### config.mk
export PLATFORM = sky130hd
export DESIGN_NAME = jt89_psg_flat
export DESIGN_NICKNAME = d
export VERILOG_FILES = /design/src/rtl/jt89_psg_if.sv /design/src/rtl/jt89_psg.sv /design/src/flat_wrapper.sv
export SDC_FILE = /design/constraint.sdc
export NUM_CORES = 1
export LEC_CHECK = 0
export ABC_AREA = 0
export BUFFER_PORTS_ARGS = -buffer_cell sky130_fd_sc_hd__buf_2
export CAP_MARGIN = 40
export CORE_MARGIN = 2
export CORE_UTILIZATION = 55
export CTS_CLUSTER_SIZE = 14
export DETAILED_ROUTE_END_ITERATION = 12
export HOLD_SLACK_MARGIN = 0.02
export MAX_ROUTING_LAYER = met4
export PLACE_DENSITY = 0.8
export RECOVER_POWER = 50
export REMOVE_ABC_BUFFERS = 1
export SLEW_MARGIN = 20
export SYNTH_ARGS = -nofsm -noshare
export SYNTH_HDL_FRONTEND = slang
export SYNTH_SLANG_ARGS = --single-unit
### constraint.sdc
create_clock -name clk -period 12.7 [get_ports clk]
set_input_delay 1.27 -clock clk [delete_from_list [all_inputs] [get_ports clk]]
set_output_delay 1.27 -clock clk [all_outputs]
set_load 0.005 [all_outputs]
### src/rtl/jt89_psg_if.sv
// CPU-side write port of the jt89 PSG: active-low strobe, data byte and READY.
interface jt89_psg_if;
  logic       wr_n;
  logic [7:0] din;
  logic       ready;

  modport master (output wr_n, din, input ready);
  modport slave  (input wr_n, din, output ready);
endinterface

### src/rtl/jt89_psg.sv
// SN76489-family PSG: three square-wave tones plus LFSR noise, signed mono mix.
// Optional Game Gear stereo panning is enabled with `define JT89_STEREO_EN.
module jt89_psg #(
  parameter int          TW   = 10,
  parameter int          NW   = 16,
  parameter int unsigned NTAP = 16'h0009,
  parameter int          PDIV = 16,
  parameter int          WAIT = 32,
  parameter int          OW   = 12
) (
  input  logic                 clk,
  input  logic                 rst,
  input  logic                 clk_en,
  jt89_psg_if.slave            bus,
`ifdef JT89_STEREO_EN
  input  logic                 gg_wr,
  output logic signed [OW-1:0] left,
  output logic signed [OW-1:0] right,
`endif
  output logic signed [OW-1:0] sound
);
  localparam int            PW   = $clog2(PDIV);
  localparam int            WCW  = (WAIT > 0) ? $clog2(WAIT + 1) : 1;
  localparam logic [NW-1:0] SEED = {1'b1, {(NW-1){1'b0}}};
  localparam logic [NW-1:0] TAPM = NTAP[NW-1:0];
  localparam logic [63:0]   AMAX = (64'd1 << (OW - 3)) - 64'd1;

  logic [PW-1:0]      r_pre;
  logic               r_cen_d;
  logic               r_wr_n_d;
  logic               r_ready;
  logic [WCW-1:0]     r_wcnt;
  logic [2:0]         r_lat;
  logic [2:0][TW-1:0] r_per;
  logic [2:0][TW-1:0] r_cnt;
  logic [2:0]         r_tone;
  logic [3:0][3:0]    r_vol;
  logic [2:0]         r_nctl;
  logic [5:0]         r_ncnt;
  logic [NW-1:0]      r_lfsr;

  logic               w_cen;
  logic               w_wr;
  logic [2:0]         w_reg;
  logic               w_nwr;
  logic [2:0]         w_rld;
  logic [2:0]         w_tone_nx;
  logic               w_nsh;
  logic               w_fb;
  logic [3:0]         w_out;
  logic [3:0][OW-1:0] w_term;
  logic signed [OW-1:0] w_sum;

  // 2 dB per step; fractions of full scale in Q16, 0xF is silence.
  function automatic logic [OW-1:0] f_amp(input logic [3:0] v);
    logic [16:0] fr;
    logic [63:0] p;
    case (v)
      4'd0:    fr = 17'd65536;
      4'd1:    fr = 17'd52057;
      4'd2:    fr = 17'd41350;
      4'd3:    fr = 17'd32846;
      4'd4:    fr = 17'd26090;
      4'd5:    fr = 17'd20724;
      4'd6:    fr = 17'd16462;
      4'd7:    fr = 17'd13076;
      4'd8:    fr = 17'd10387;
      4'd9:    fr = 17'd8250;
      4'd10:   fr = 17'd6554;
      4'd11:   fr = 17'd5206;
      4'd12:   fr = 17'd4135;
      4'd13:   fr = 17'd3285;
      4'd14:   fr = 17'd2609;
      default: fr = 17'd0;
    endcase
    p = AMAX * {47'd0, fr};
    return OW'(p >> 16);
  endfunction

  assign w_cen     = clk_en & (&r_pre);
  assign w_wr      = r_wr_n_d & ~bus.wr_n & r_ready;
  assign w_reg     = bus.din[7] ? bus.din[6:4] : r_lat;
  assign w_nwr     = w_wr & (w_reg == 3'b110);
  assign bus.ready = r_ready;

  always_ff @(posedge clk or posedge rst)
    if (rst) begin
      r_pre    <= '0;
      r_cen_d  <= 1'b0;
      r_wr_n_d <= 1'b1;
    end else begin
      if (clk_en) r_pre <= r_pre + 1'b1;
      r_cen_d  <= w_cen;
      r_wr_n_d <= bus.wr_n;
    end

  // READY drops the clk after an accepted write and counts WAIT chip ticks.
  always_ff @(posedge clk or posedge rst)
    if (rst) begin
      r_ready <= 1'b1;
      r_wcnt  <= '0;
    end else if (w_wr && WAIT != 0) begin
      r_ready <= 1'b0;
      r_wcnt  <= WCW'(WAIT);
    end else if (!r_ready && clk_en) begin
      if (r_wcnt <= WCW'(1)) begin
        r_ready <= 1'b1;
        r_wcnt  <= '0;
      end else begin
        r_wcnt <= r_wcnt - 1'b1;
      end
    end

  always_ff @(posedge clk or posedge rst)
    if (rst) begin
      r_lat  <= '0;
      r_per  <= '0;
      r_vol  <= '1;
      r_nctl <= 3'b100;
    end else if (w_wr) begin
      if (bus.din[7]) r_lat <= bus.din[6:4];
      if (w_reg[0])                r_vol[w_reg[2:1]] <= bus.din[3:0];
      else if (w_reg == 3'b110)    r_nctl <= bus.din[2:0];
      else if (bus.din[7])         r_per[w_reg[2:1]][3:0] <= bus.din[3:0];
      else                         r_per[w_reg[2:1]][TW-1:4] <= bus.din[TW-5:0];
    end

  // Reload when the counter would reach zero; periods 0/1 pin the output high.
  always_comb begin
    for (int i = 0; i < 3; i++) begin
      w_rld[i]     = r_cnt[i] <= TW'(1);
      w_tone_nx[i] = r_tone[i];
      if (w_rld[i]) w_tone_nx[i] = (r_per[i] <= TW'(1)) ? 1'b1 : ~r_tone[i];
    end
  end

  always_ff @(posedge clk or posedge rst)
    if (rst) begin
      r_cnt  <= '0;
      r_tone <= '1;
    end else if (w_cen) begin
      for (int i = 0; i < 3; i++)
        r_cnt[i] <= w_rld[i] ? r_per[i] : r_cnt[i] - 1'b1;
      r_tone <= w_tone_nx;
    end

  always_comb begin
    case (r_nctl[1:0])
      2'b00:   w_nsh = w_cen & (&r_ncnt[3:0]);
      2'b01:   w_nsh = w_cen & (&r_ncnt[4:0]);
      2'b10:   w_nsh = w_cen & (&r_ncnt);
      default: w_nsh = w_cen & ~r_tone[2] & w_tone_nx[2];
    endcase
    w_fb = r_nctl[2] ? ^(r_lfsr & TAPM) : r_lfsr[0];
  end

  // Rate divider restarts on every control write so the first shift is a full period away.
  always_ff @(posedge clk or posedge rst)
    if (rst) begin
      r_ncnt <= '0;
      r_lfsr <= SEED;
    end else if (w_nwr) begin
      r_ncnt <= '0;
      r_lfsr <= SEED;
    end else begin
      if (w_cen) r_ncnt <= r_ncnt + 1'b1;
      if (w_nsh) r_lfsr <= (r_lfsr == '0) ? SEED : {w_fb, r_lfsr[NW-1:1]};
    end

  always_comb begin
    w_out = {r_lfsr[0], r_tone};
    w_sum = '0;
    for (int i = 0; i < 4; i++) begin
      w_term[i] = w_out[i] ? f_amp(r_vol[i]) : -f_amp(r_vol[i]);
      w_sum     = w_sum + $signed(w_term[i]);
    end
  end

  always_ff @(posedge clk or posedge rst)
    if (rst)          sound <= '0;
    else if (r_cen_d) sound <= w_sum;

`ifdef JT89_STEREO_EN
  logic [7:0]           r_pan;
  logic signed [OW-1:0] w_lsum;
  logic signed [OW-1:0] w_rsum;

  always_comb begin
    w_lsum = '0;
    w_rsum = '0;
    for (int i = 0; i < 4; i++) begin
      if (r_pan[4+i]) w_lsum = w_lsum + $signed(w_term[i]);
      if (r_pan[i])   w_rsum = w_rsum + $signed(w_term[i]);
    end
  end

  always_ff @(posedge clk or posedge rst)
    if (rst) begin
      r_pan <= 8'hFF;
      left  <= '0;
      right <= '0;
    end else begin
      if (gg_wr) r_pan <= bus.din;
      if (r_cen_d) begin
        left  <= w_lsum;
        right <= w_rsum;
      end
    end
`endif

endmodule
### src/flat_wrapper.sv
// flat-port wrapper written by rule: the top's interface ports become plain ports
module jt89_psg_flat 
#(
  parameter int          TW   = 10,
  parameter int          NW   = 16,
  parameter int unsigned NTAP = 16'h0009,
  parameter int          PDIV = 16,
  parameter int          WAIT = 32,
  parameter int          OW   = 12
)
  (clk, rst, clk_en, sound, bus_wr_n, bus_din, bus_ready);
  jt89_psg_if bus_i ();
  input  logic clk;
  input  logic rst;
  input  logic clk_en;
  output logic signed [OW-1:0] sound;
  input wire logic [$bits(bus_i.wr_n)-1:0] bus_wr_n;
  input wire logic [$bits(bus_i.din)-1:0] bus_din;
  output wire logic [$bits(bus_i.ready)-1:0] bus_ready;
  assign bus_i.wr_n = bus_wr_n;
  assign bus_i.din = bus_din;
  assign bus_ready = bus_i.ready;
  jt89_psg #(.TW(TW), .NW(NW), .NTAP(NTAP), .PDIV(PDIV), .WAIT(WAIT), .OW(OW)) u_core (.clk(clk), .rst(rst), .clk_en(clk_en), .bus(bus_i), .sound(sound));
endmodule
==> impl_metrics.tcl <==
set metrics [dict create \
    htree_num_levels 4 \
    port_buffers 24 \
    grt_use_total_pct 24.45 \
    clk_transition_reported_paths_ns 0.07 \
    fp.dieH_um 202.7 \
    worstHoldPathType "flop to flop" \
    postSynth.asyncResetShare_pct 100.0 \
    synth_top_area_share_pct 28.68 \
    startpoint_type "flop" \
    areaGrowthSynthToFinish_pct 5.665 \
    start_util_pct 55.91 \
    drive_gt1_share_pct 6.214 \
    critPathKind "flop to flop" \
    synth_edf_count 0 \
    coreArea_um2 38830 \
    holdWs_ns 0.4704 \
    synth_top_area_cell "fa_1" \
    fill_cells 3226 \
    hold_viol 0 \
    die_w_um 202.7 \
    crit_required_ns 13.00 \
    wl_um 46070 \
    status "finished with violations" \
    dp_hpwl_um 38200 \
    slew_viol_final 188 \
    max-cap-violations 4 \
    pin_count 25 \
    critPathMaxFanout 8 \
    max_slew_margin_pct -68.06 \
    antenna_found_initial 1 \
    cts.sinks 132 \
    skew_ns 0.01217 \
    dp_slack_ns 2.798 \
    avgSynthCellArea_um2 8.963 \
    r2r_start "u_core.r_vol[5]" \
    cts_buffers 17 \
    wl_per_cell_um 15.62 \
    grt_overflow_total 0 \
    ys_warn_count 0 \
    r2r_cells 38 \
    r2r_slack_ns 2.67 \
    clk_latency_ns 0.42 \
    ant_nets 0 \
    cp_slowest_cell "fa_1" \
    synthTopCellsByCount "552 x inv_1, 311 x fa_1, 233 x ha_1, 148 x nor2_1, 128 x nand2_1" \
    synthCells 2422 \
    root_buffer "clkbuf_16" \
    ctsResizeCount 0 \
    final.setup.tns_ns 0 \
    rows 72 \
    ys_seq_area_share_pct 15.35 \
    die_area_um2 41080 \
    cpPeakStageDelay_ns 0.67 \
    cts_setup_buffers 0 \
    worst_slack_ns 2.672 \
    tightestPinTransition_ns 2.507 \
    cts_buffer_depth 2 \
    route.detailed.drc 0 \
    worstSetupEndpointType "flop" \
    holdPathEnd "u_core.r_nctl[2]" \
    nets 2973 \
    grt_max_degree 57 \
    firstDrtPassIters 6 \
    hold_buffers 0 \
    drt-initial-drc-count 897 \
    grt_setup_unrepaired "false" \
    critPathLaunch "u_core.r_vol[5]" \
    grt_pass1_vias 16910 \
    setup_viol 0 \
    gp_routability_congestion 0.9229 \
    netlist_area_um2 21710 \
    viasPerCell 5.499 \
    reg2reg_to "u_core.sound[11]" \
    grt_pass1_wl_um 80620 \
    period_share_pct 78.96 \
    ys_types 73 \
    fin_crit_ns 10.03 \
    yosys.cell_count.top_type "inv_1" \
    tritoncts "built" \
    min-delay-start "u_core.r_nctl[2]" \
    vias 16220 \
    max_freq_mhz 99.72 \
    violations "max-capacitance violations, max-slew violations" \
    critical_path_arrival_ns 10.33 \
    worstHoldPathCells 2 \
    synth_ff_type "dfrtp_1" \
    ys_top_cells_by_area "fa_1 29%, ha_1 13%, dfrtp_1 13%" \
    ys_ff_latch 132 \
]
==> cell families (layout without fill, tap and decap cells) <==
logic type      Yosys count  in the layout  synth area share, %
compound gates          451            451                12.82
xor+xnor                107            107                4.450
fa+ha+maj               545            545                42.16
buf+inv                 611            619                10.56
flops                   132            132                15.35
mux                      66             66                3.314
other cells               0              1                    0
simple gates            510            510                11.34
==> critical path: cells and delay by family, from the launching register on <==
| family | cells | cell delay, ns |
|---|---|---|
| xor+xnor | 4 | 0.95 |
| mux | 1 | 0.26 |
| compound gates | 12 | 2.54 |
| fa+ha+maj | 11 | 4.67 |
| simple gates | 3 | 0.40 |
| flops | 1 | 0.60 |
| buf+inv | 7 | 0.50 |
==> registers in the layout, indices dropped and copies added (netlist names) <==
signal and flops:
u_core.r_lfsr 16, u_core.r_wr_n_d 1, u_core.r_vol 16, u_core.r_tone 3
u_core.r_lat 3, u_core.r_nctl 3, u_core.r_cen_d 1, u_core.bus.ready 1
u_core.r_cnt 30, u_core.r_per 30, u_core.r_wcnt 6, u_core.sound 12
u_core.r_pre 4, u_core.r_ncnt 6
==> layout make-up <==
type,count,area [µm²],share of cell area (%)
well taps,518,648.1,2.826
inverters,554,2081,9.071
flip-flops and latches,132,3332,14.53
multi-input cells,1679,16090,70.13
clock buffers,20,456.7,1.991
clock inverters,12,165.2,0.7200
diodes,1,2.502,0.01091
repair buffers,33,166.4,0.7255
==> per-stage QoR <==
step	std cells	util (%)	area, µm²
2_1_floorplan	2365	-	21490
6_report	2949	59.08	22940
5_1_grt	2949	59.08	22940
3_5_place_dp	2913	57.55	22340
4_1_cts	2945	59.15	22970
3_3_place_gp	2911	57.44	22300
==> worst max path at each step <==
stage	depth (start not counted)	to	slack [ns]
6_report	38	u_core.sound[11]	2.67
2_1_floorplan	36	u_core.sound[11]	3.54
4_1_cts	38	u_core.sound[11]	2.73
3_3_place_gp	37	u_core.sound[11]	3.10
5_1_grt	38	u_core.sound[11]	2.02
3_5_place_dp	38	u_core.sound[11]	2.80
==> layer usage <==
| layer | routed length [µm] | up-vias | track usage [%] |
|---|---|---|---|
| met3 | 1575 | 56 | 2.472 |
| met5 | 0 | - | - |
| li1 | - | 7818 | - |
| met1 | 19900 | 8002 | 30.99 |
| met4 | 739 | 0 | 4.614 |
| met2 | 23860 | 342 | 42.94 |
==> cell usage in the layout, fill, tap and decap left out, types with 20 or more instances in the layout <==
cell type,count
a21o_1,29
a21oi_1,118
dfrtp_1,109
dfstp_2,23
fa_1,311
ha_1,233
inv_1,551
mux2_2,47
nand2_1,128
nand3_1,35
nor2_1,148
nor2b_1,29
nor3_1,47
nor4_1,20
o21ai_0,113
o21ai_1,32
xnor2_1,72
xor2_1,32
Power is left out: the tool's default activity adds up to more than one toggle a clock period on the data nets, which glitch-free logic cannot reach.
